## config.mk

```make
export PLATFORM = sky130hd
export DESIGN_NAME = rx_channel_init_flat
export DESIGN_NICKNAME = d
export VERILOG_FILES = /design/src/rtl/rx_channel_init_if.sv /design/src/rtl/rx_channel_init.sv /design/src/flat_wrapper.sv
export SDC_FILE = /design/constraint.sdc
export NUM_CORES = 1
export LEC_CHECK = 0
export ABC_CLOCK_PERIOD_IN_PS = 2350
export CORE_UTILIZATION = 50
export DETAILED_ROUTE_END_ITERATION = 16
export GPL_ROUTABILITY_DRIVEN = 1
export PLACE_DENSITY_LB_ADDON = 0.2
export RECOVER_POWER = 100
export SLEW_MARGIN = 20
export SYNTH_ARGS = -nofsm -noshare
export SYNTH_HDL_FRONTEND = slang
export SYNTH_SLANG_ARGS = --single-unit
```

## constraint.sdc

```tcl
create_clock -name clk -period 2.35 [get_ports clk]
set_input_delay 0.47 -clock clk [delete_from_list [all_inputs] [get_ports clk]]
set_output_delay 0.47 -clock clk [all_outputs]
set_load 0.05 [all_outputs]
```

## src/rtl/rx_channel_init_if.sv

```systemverilog
// Receive-word and status bundle between the lane decoder and the channel
// initialisation block.
interface rx_channel_init_if;
    logic       rx_os_valid;
    logic [2:0] rx_os;
    logic       rx_code_err;
    logic       rx_aligned;
    logic       rx_bonded;
    logic       rx_verified;
    logic       channel_up;
    logic [2:0] state;

    modport master (
        output rx_os_valid, rx_os, rx_code_err,
        input  rx_aligned, rx_bonded, rx_verified, channel_up, state
    );

    modport slave (
        input  rx_os_valid, rx_os, rx_code_err,
        output rx_aligned, rx_bonded, rx_verified, channel_up, state
    );
endinterface

```

## src/rtl/rx_channel_init.sv

```systemverilog
// Receive channel initialisation: lane alignment, bonding and verification,
// followed by error-rate monitoring while the channel is up.
module rx_channel_init #(
    parameter int ALIGN_CNT  = 8,
    parameter int VERIFY_CNT = 4,
    parameter int ERR_LIMIT  = 4,
    parameter int ERR_WINDOW = 64,
    parameter int WATCHDOG   = 1024
) (
    input  logic            clk,
    input  logic            rst,
    rx_channel_init_if.slave bus
);
    localparam int AW = $clog2(ALIGN_CNT + 1);
    localparam int VW = $clog2(VERIFY_CNT + 1);
    localparam int EW = $clog2(ERR_LIMIT + 1);
    localparam int CW = $clog2(ERR_WINDOW + 1);
    localparam int WW = $clog2(WATCHDOG + 1);

    localparam logic [2:0] ST_RESET        = 3'd0;
    localparam logic [2:0] ST_INIT         = 3'd1;
    localparam logic [2:0] ST_BONDING      = 3'd2;
    localparam logic [2:0] ST_VERIFICATION = 3'd3;
    localparam logic [2:0] ST_READY        = 3'd4;

    localparam logic [2:0] OS_A = 3'd2;
    localparam logic [2:0] OS_V = 3'd3;

    localparam logic [AW-1:0] ALIGN_LAST  = AW'(ALIGN_CNT - 1);
    localparam logic [AW-1:0] ALIGN_ONE   = AW'(1);
    localparam logic [VW-1:0] VERIFY_LAST = VW'(VERIFY_CNT - 1);
    localparam logic [VW-1:0] VERIFY_ONE  = VW'(1);
    localparam logic [EW-1:0] ERR_LAST    = EW'(ERR_LIMIT - 1);
    localparam logic [EW-1:0] ERR_ONE     = EW'(1);
    localparam logic [CW-1:0] CLEAN_LAST  = CW'(ERR_WINDOW - 1);
    localparam logic [CW-1:0] CLEAN_ONE   = CW'(1);
    localparam logic [WW-1:0] WD_LAST     = WW'(WATCHDOG - 1);
    localparam logic [WW-1:0] WD_ONE      = WW'(1);

    function automatic logic is_good(input logic v, input logic e, input logic [2:0] os);
        return v && !e && (os != 3'd0) && (os <= 3'd4);
    endfunction

    // Code errors dominate the word class, so any errored word is bad.
    function automatic logic is_bad(input logic v, input logic e, input logic [2:0] os);
        return v && (e || (os >= 3'd5));
    endfunction

    function automatic logic is_data(input logic v, input logic e, input logic [2:0] os);
        return v && !e && (os == 3'd0);
    endfunction

    logic [2:0]    state_r, state_s;
    logic [AW-1:0] align_r, align_s;
    logic [VW-1:0] verify_r, verify_s;
    logic [EW-1:0] err_r, err_s;
    logic [CW-1:0] clean_r, clean_s;
    logic [WW-1:0] wd_r, wd_s;
    logic          aligned_r, aligned_s;
    logic          bonded_r, bonded_s;
    logic          verified_r, verified_s;
    logic          up_r, up_s;
    logic          go_init_s;
    logic          good_s, bad_s, data_s;

    // Word classification of the current receive slot.
    always_comb begin
        good_s = is_good(bus.rx_os_valid, bus.rx_code_err, bus.rx_os);
        bad_s  = is_bad(bus.rx_os_valid, bus.rx_code_err, bus.rx_os);
        data_s = is_data(bus.rx_os_valid, bus.rx_code_err, bus.rx_os);
    end

    // Next-state and counter update; go_init_s overrides everything below.
    always_comb begin
        state_s    = state_r;
        align_s    = align_r;
        verify_s   = verify_r;
        err_s      = err_r;
        clean_s    = clean_r;
        wd_s       = wd_r;
        aligned_s  = aligned_r;
        bonded_s   = bonded_r;
        verified_s = verified_r;
        up_s       = up_r;
        go_init_s  = 1'b0;
        case (state_r)
            ST_RESET: go_init_s = 1'b1;
            ST_INIT: begin
                if (good_s) begin
                    if (align_r == ALIGN_LAST) begin
                        state_s   = ST_BONDING;
                        aligned_s = 1'b1;
                        align_s   = '0;
                        wd_s      = '0;
                    end else begin
                        align_s = align_r + ALIGN_ONE;
                    end
                end else if (bad_s || data_s) begin
                    align_s = '0;
                end else begin
                    align_s = align_r;
                end
            end
            ST_BONDING: begin
                if (bad_s || data_s) begin
                    go_init_s = 1'b1;
                end else if (good_s && (bus.rx_os == OS_A)) begin
                    state_s  = ST_VERIFICATION;
                    bonded_s = 1'b1;
                    wd_s     = '0;
                end else if (wd_r == WD_LAST) begin
                    go_init_s = 1'b1;
                end else begin
                    wd_s = wd_r + WD_ONE;
                end
            end
            ST_VERIFICATION: begin
                if (bad_s || data_s) begin
                    go_init_s = 1'b1;
                end else if (good_s && (bus.rx_os == OS_V)) begin
                    wd_s = '0;
                    if (verify_r == VERIFY_LAST) begin
                        state_s    = ST_READY;
                        verified_s = 1'b1;
                        up_s       = 1'b1;
                        verify_s   = '0;
                    end else begin
                        verify_s = verify_r + VERIFY_ONE;
                    end
                end else begin
                    if (good_s && (bus.rx_os == OS_A)) begin
                        verify_s = '0;
                    end else begin
                        verify_s = verify_r;
                    end
                    if (wd_r == WD_LAST) begin
                        go_init_s = 1'b1;
                    end else begin
                        wd_s = wd_r + WD_ONE;
                    end
                end
            end
            ST_READY: begin
                if (bad_s) begin
                    clean_s = '0;
                    if (err_r >= ERR_LAST) begin
                        go_init_s = 1'b1;
                    end else begin
                        err_s = err_r + ERR_ONE;
                    end
                end else if (bus.rx_os_valid) begin
                    // A full clean window forgives all earlier errors.
                    if (clean_r == CLEAN_LAST) begin
                        clean_s = '0;
                        err_s   = '0;
                    end else begin
                        clean_s = clean_r + CLEAN_ONE;
                    end
                end else begin
                    clean_s = clean_r;
                end
            end
            default: go_init_s = 1'b1;
        endcase
    end

    // State, counter and registered output update.
    always_ff @(posedge clk or posedge rst) begin
        if (rst) begin
            state_r    <= ST_RESET;
            align_r    <= '0;
            verify_r   <= '0;
            err_r      <= '0;
            clean_r    <= '0;
            wd_r       <= '0;
            aligned_r  <= 1'b0;
            bonded_r   <= 1'b0;
            verified_r <= 1'b0;
            up_r       <= 1'b0;
        end else if (go_init_s) begin
            state_r    <= ST_INIT;
            align_r    <= '0;
            verify_r   <= '0;
            err_r      <= '0;
            clean_r    <= '0;
            wd_r       <= '0;
            aligned_r  <= 1'b0;
            bonded_r   <= 1'b0;
            verified_r <= 1'b0;
            up_r       <= 1'b0;
        end else begin
            state_r    <= state_s;
            align_r    <= align_s;
            verify_r   <= verify_s;
            err_r      <= err_s;
            clean_r    <= clean_s;
            wd_r       <= wd_s;
            aligned_r  <= aligned_s;
            bonded_r   <= bonded_s;
            verified_r <= verified_s;
            up_r       <= up_s;
        end
    end

    assign bus.state       = state_r;
    assign bus.rx_aligned  = aligned_r;
    assign bus.rx_bonded   = bonded_r;
    assign bus.rx_verified = verified_r;
    assign bus.channel_up  = up_r;
endmodule

```

## src/flat_wrapper.sv

```systemverilog
// flat-port wrapper written by rule: the top's interface ports become plain ports
module rx_channel_init_flat 
#(
    parameter int ALIGN_CNT  = 8,
    parameter int VERIFY_CNT = 4,
    parameter int ERR_LIMIT  = 4,
    parameter int ERR_WINDOW = 64,
    parameter int WATCHDOG   = 1024
)
  (clk, rst, bus_rx_os_valid, bus_rx_os, bus_rx_code_err, bus_rx_aligned, bus_rx_bonded, bus_rx_verified, bus_channel_up, bus_state);
  rx_channel_init_if bus_i ();
  input  logic clk;
  input  logic rst;
  input wire logic [$bits(bus_i.rx_os_valid)-1:0] bus_rx_os_valid;
  input wire logic [$bits(bus_i.rx_os)-1:0] bus_rx_os;
  input wire logic [$bits(bus_i.rx_code_err)-1:0] bus_rx_code_err;
  output wire logic [$bits(bus_i.rx_aligned)-1:0] bus_rx_aligned;
  output wire logic [$bits(bus_i.rx_bonded)-1:0] bus_rx_bonded;
  output wire logic [$bits(bus_i.rx_verified)-1:0] bus_rx_verified;
  output wire logic [$bits(bus_i.channel_up)-1:0] bus_channel_up;
  output wire logic [$bits(bus_i.state)-1:0] bus_state;
  assign bus_i.rx_os_valid = bus_rx_os_valid;
  assign bus_i.rx_os = bus_rx_os;
  assign bus_i.rx_code_err = bus_rx_code_err;
  assign bus_rx_aligned = bus_i.rx_aligned;
  assign bus_rx_bonded = bus_i.rx_bonded;
  assign bus_rx_verified = bus_i.rx_verified;
  assign bus_channel_up = bus_i.channel_up;
  assign bus_state = bus_i.state;
  rx_channel_init #(.ALIGN_CNT(ALIGN_CNT), .VERIFY_CNT(VERIFY_CNT), .ERR_LIMIT(ERR_LIMIT), .ERR_WINDOW(ERR_WINDOW), .WATCHDOG(WATCHDOG)) u_core (.clk(clk), .rst(rst), .bus(bus_i));
endmodule
```

==> results_dict.tcl <==
set metrics [dict create \
    status "completed" \
    wirelength_um 4120 \
    worstPathRequired_ns 2.55 \
    grt_max_degree 35 \
    cts_tree "built" \
    drive_gt1_share_pct 14.2 \
    nFillCells 320 \
    synth_nets 230 \
    synth_seq_cells 34 \
    num_vias 1713 \
    first_pass_iters 4 \
    yosysSeqAreaShare_pct 42.2 \
    wl_per_cell_um 14.0 \
    yosysUniqueCellTypes 52 \
    start_kind "primary input" \
    async_flop_share_pct 100 \
    placementRows 22 \
    synth_cells 217 \
    layout_commonest_cell "dfrtp_1" \
    ff2ff_path_depth 7 \
    multi_input_area_sq_um 1050 \
    vias_per_cell 5.81 \
    rsz0062_at_grt "false" \
    critical_path_class "in -> reg" \
    finish.utilization_pct 62.1 \
    drv_cap 0 \
    synthToLayoutAreaGrowth_pct 16.2 \
    critPathMaxFanout 16 \
    clk_pin_slew_worst_paths_ns 0.07 \
    antenna_found_initial 0 \
    hold_viol_final 0 \
    die_height_um 65.5 \
    yosysWarnings 0 \
    max_slew_margin_pct 44.1 \
    worstHoldEndpoint "u_core.wd_r[9]$_DFFE_PP0P_" \
    grt_overflow_total 0 \
    final_cell_mix "dfrtp_1 (34), nand2_1 (20), nand3_1 (18), a21oi_1 (17), nor2_1 (15)" \
    crit_slowest_cell "clkdlybuf4s50_1" \
    worstHoldStart "u_core.wd_r[9]$_DFFE_PP0P_" \
    worst_slack_ns 0.147 \
    syn_area_sq_um 2020 \
    drc 0 \
    max_freq_ghz 0.454 \
    slew_viol_final 0 \
    grt_pass1_vias 1709 \
    r2r-end "u_core.bus.rx_verified$_DFFE_PP0P_" \
    hp-class "reg -> reg" \
    power_uw 1800 \
    detailed_place_hpwl_um 2990 \
    synthFlopType "dfrtp_1" \
    gp_congestion 0.855 \
    ios 14 \
    worstHoldPathCells 1 \
    final_nets 260 \
    tightestPinTransition_ns 0.838 \
    die_area_sq_um 4290 \
    core_area_sq_um 3770 \
    wl_met1_um 1960 \
    cts_htree_levels 2 \
    met3WireLength_um 169 \
    start_util_pct 53.5 \
    cts_buffers 5 \
    clock_sinks 34 \
    post_cts_buffers 0 \
    layout_min_cycle_time_ns 2.20 \
    cellPowerDensity_nw_per_um2 770 \
    skew_ns 0.00450 \
    ant_nets 0 \
    final-seq-area_sq_um 851 \
    antennaDiodeCount 0 \
    max_stage_delay_ns 0.48 \
    dpl_worst_slack_ns -0.00493 \
    cts_root_buf "clkbuf_8" \
    cp.arrival_ns 2.40 \
    setup_violations 0 \
    period_share_pct 93.7 \
    drtIter0Drc 107 \
    path_cells "clkdlybuf4s50_1 > o21a_1 > o31ai_1 > and2_0 > a21oi_4 > clkbuf_4 > nor3b_1" \
    grtUsageTotal_pct 23.3 \
    met2_length_um 1950 \
    holdWs_ns 0.502 \
    clk_latency_ns 0.28 \
    endpoint_kind "flop" \
    die_w_um 65.5 \
    peakVddDrop_mv 0.612 \
    top_layer_used "met4" \
    port-buffer-count 13 \
    cts_resized 0 \
    r2r_slack_ns 0.18 \
    cts_buffer_depth 2 \
    synth_edf_count 0 \
    syn_area_per_cell_sq_um 9.29 \
    p_leak_uw 0.00104 \
    timing.rr.start "u_core.wd_r[0]$_DFFE_PP0P_" \
    hold_buffers 0 \
    grt_pass1_wl_um 7580 \
]
[how the worst max path moves through the flow]
stage                     slack [ns]                         endpoint                            start  cells past startpoint
after floorplan                 0.33    u_core.align_r[3]$_DFFE_PP0P_  u_core.bus.state[0]$_DFFE_PP0P_                      6
after global placement          0.02  u_core.bus.state[0]$_DFFE_PP0P_                     bus_rx_os[1]                      6
after detailed placement      -0.005    u_core.clean_r[6]$_DFFE_PP0P_                     bus_rx_os[0]                      7
after CTS                       0.20                     bus_state[0]  u_core.bus.state[0]$_DFFE_PP0P_                      1
after global routing            0.03      u_core.err_r[2]$_DFFE_PP0P_       u_core.wd_r[1]$_DFFE_PP0P_                      7
final                           0.15    u_core.clean_r[6]$_DFFE_PP0P_                     bus_rx_os[0]                      7
[state kept, by name, summed over array words and instances, names as in the netlist]
register                flops
u_core.align_r              4
u_core.bus.rx_aligned       1
u_core.wd_r                11
u_core.verify_r             3
u_core.err_r                3
u_core.bus.state            3
u_core.bus.rx_verified      1
u_core.bus.rx_bonded        1
u_core.clean_r              7
[area by class of cell]
| type | count | area share (%) |
|---|---|---|
| Tap cell | 48 | 2.56 |
| Timing Repair Buffer | 31 | 11.6 |
| Inverter | 7 | 1.12 |
| Clock buffer | 5 | 2.94 |
| Multi-Input combinational cell | 168 | 45.0 |
| Sequential cell | 34 | 36.3 |
| Clock inverter | 2 | 0.427 |
[layer usage]
layer / track usage [%] / vias to the layer above
li1: - / 868
met1: 30.4 / 814
met2: 37.0 / 27
met3: 5.90 / 4
met4: 8.70 / 0
met5: 0 / -
[synthesized netlist by cell type, types with 3 or more instances]
master / number / area (sq um)
o21ai_0: 11 / 55.1
a31oi_1: 7 / 43.8
a22o_1: 4 / 35.0
or3_1: 4 / 25.0
nand2_1: 20 / 75.1
ha_1: 6 / 75.1
nor3_1: 6 / 30.0
nor2_1: 15 / 56.3
nor4_1: 4 / 25.0
a21oi_1: 17 / 85.1
dfrtp_1: 34 / 851
nand3_1: 18 / 90.1
a21o_1: 4 / 30.0
nand3b_1: 3 / 22.5
buf_6: 3 / 33.8
o21a_1: 4 / 30.0
o21ai_1: 3 / 15.0
inv_1: 7 / 26.3
mux2_2: 3 / 33.8
[power breakdown]
| part | switching, uW | internal [uW] | leakage, uW |
|---|---|---|---|
| sequential | 62.8 | 631 | 0.000466 |
| combinational | 426 | 279 | 0.000527 |
| clock | 206 | 199 | 0.0000438 |
| total | 694 | 1110 | 0.00104 |
[critical path, delay by kind of cell]
family	cells	cell delay (ns)
AO/OA/AOI/OAI	3	0.72
buffers and inverters	2	0.71
AND/OR/NAND/NOR	2	0.50
[cell families after synthesis]
kind of cell,after synthesis,share of synthesized area [%]
multiplexers,3,1.68
adder cells (fa/ha/maj),6,3.72
AND/OR/NAND/NOR,92,25.4
XOR/XNOR,2,0.869
flip-flops,34,42.2
buffers and inverters,15,4.41
AO/OA/AOI/OAI,65,21.7
[stage by stage]
step	area, sq um	setup TNS [ns]	std cells
after floorplan	2020	0	217
after global placement	2290	0	288
after detailed placement	2290	-0.00530	288
after CTS	2370	0	295
after global routing	2340	0	295
final	2340	0	295
(Power assumes the default switching activity.)
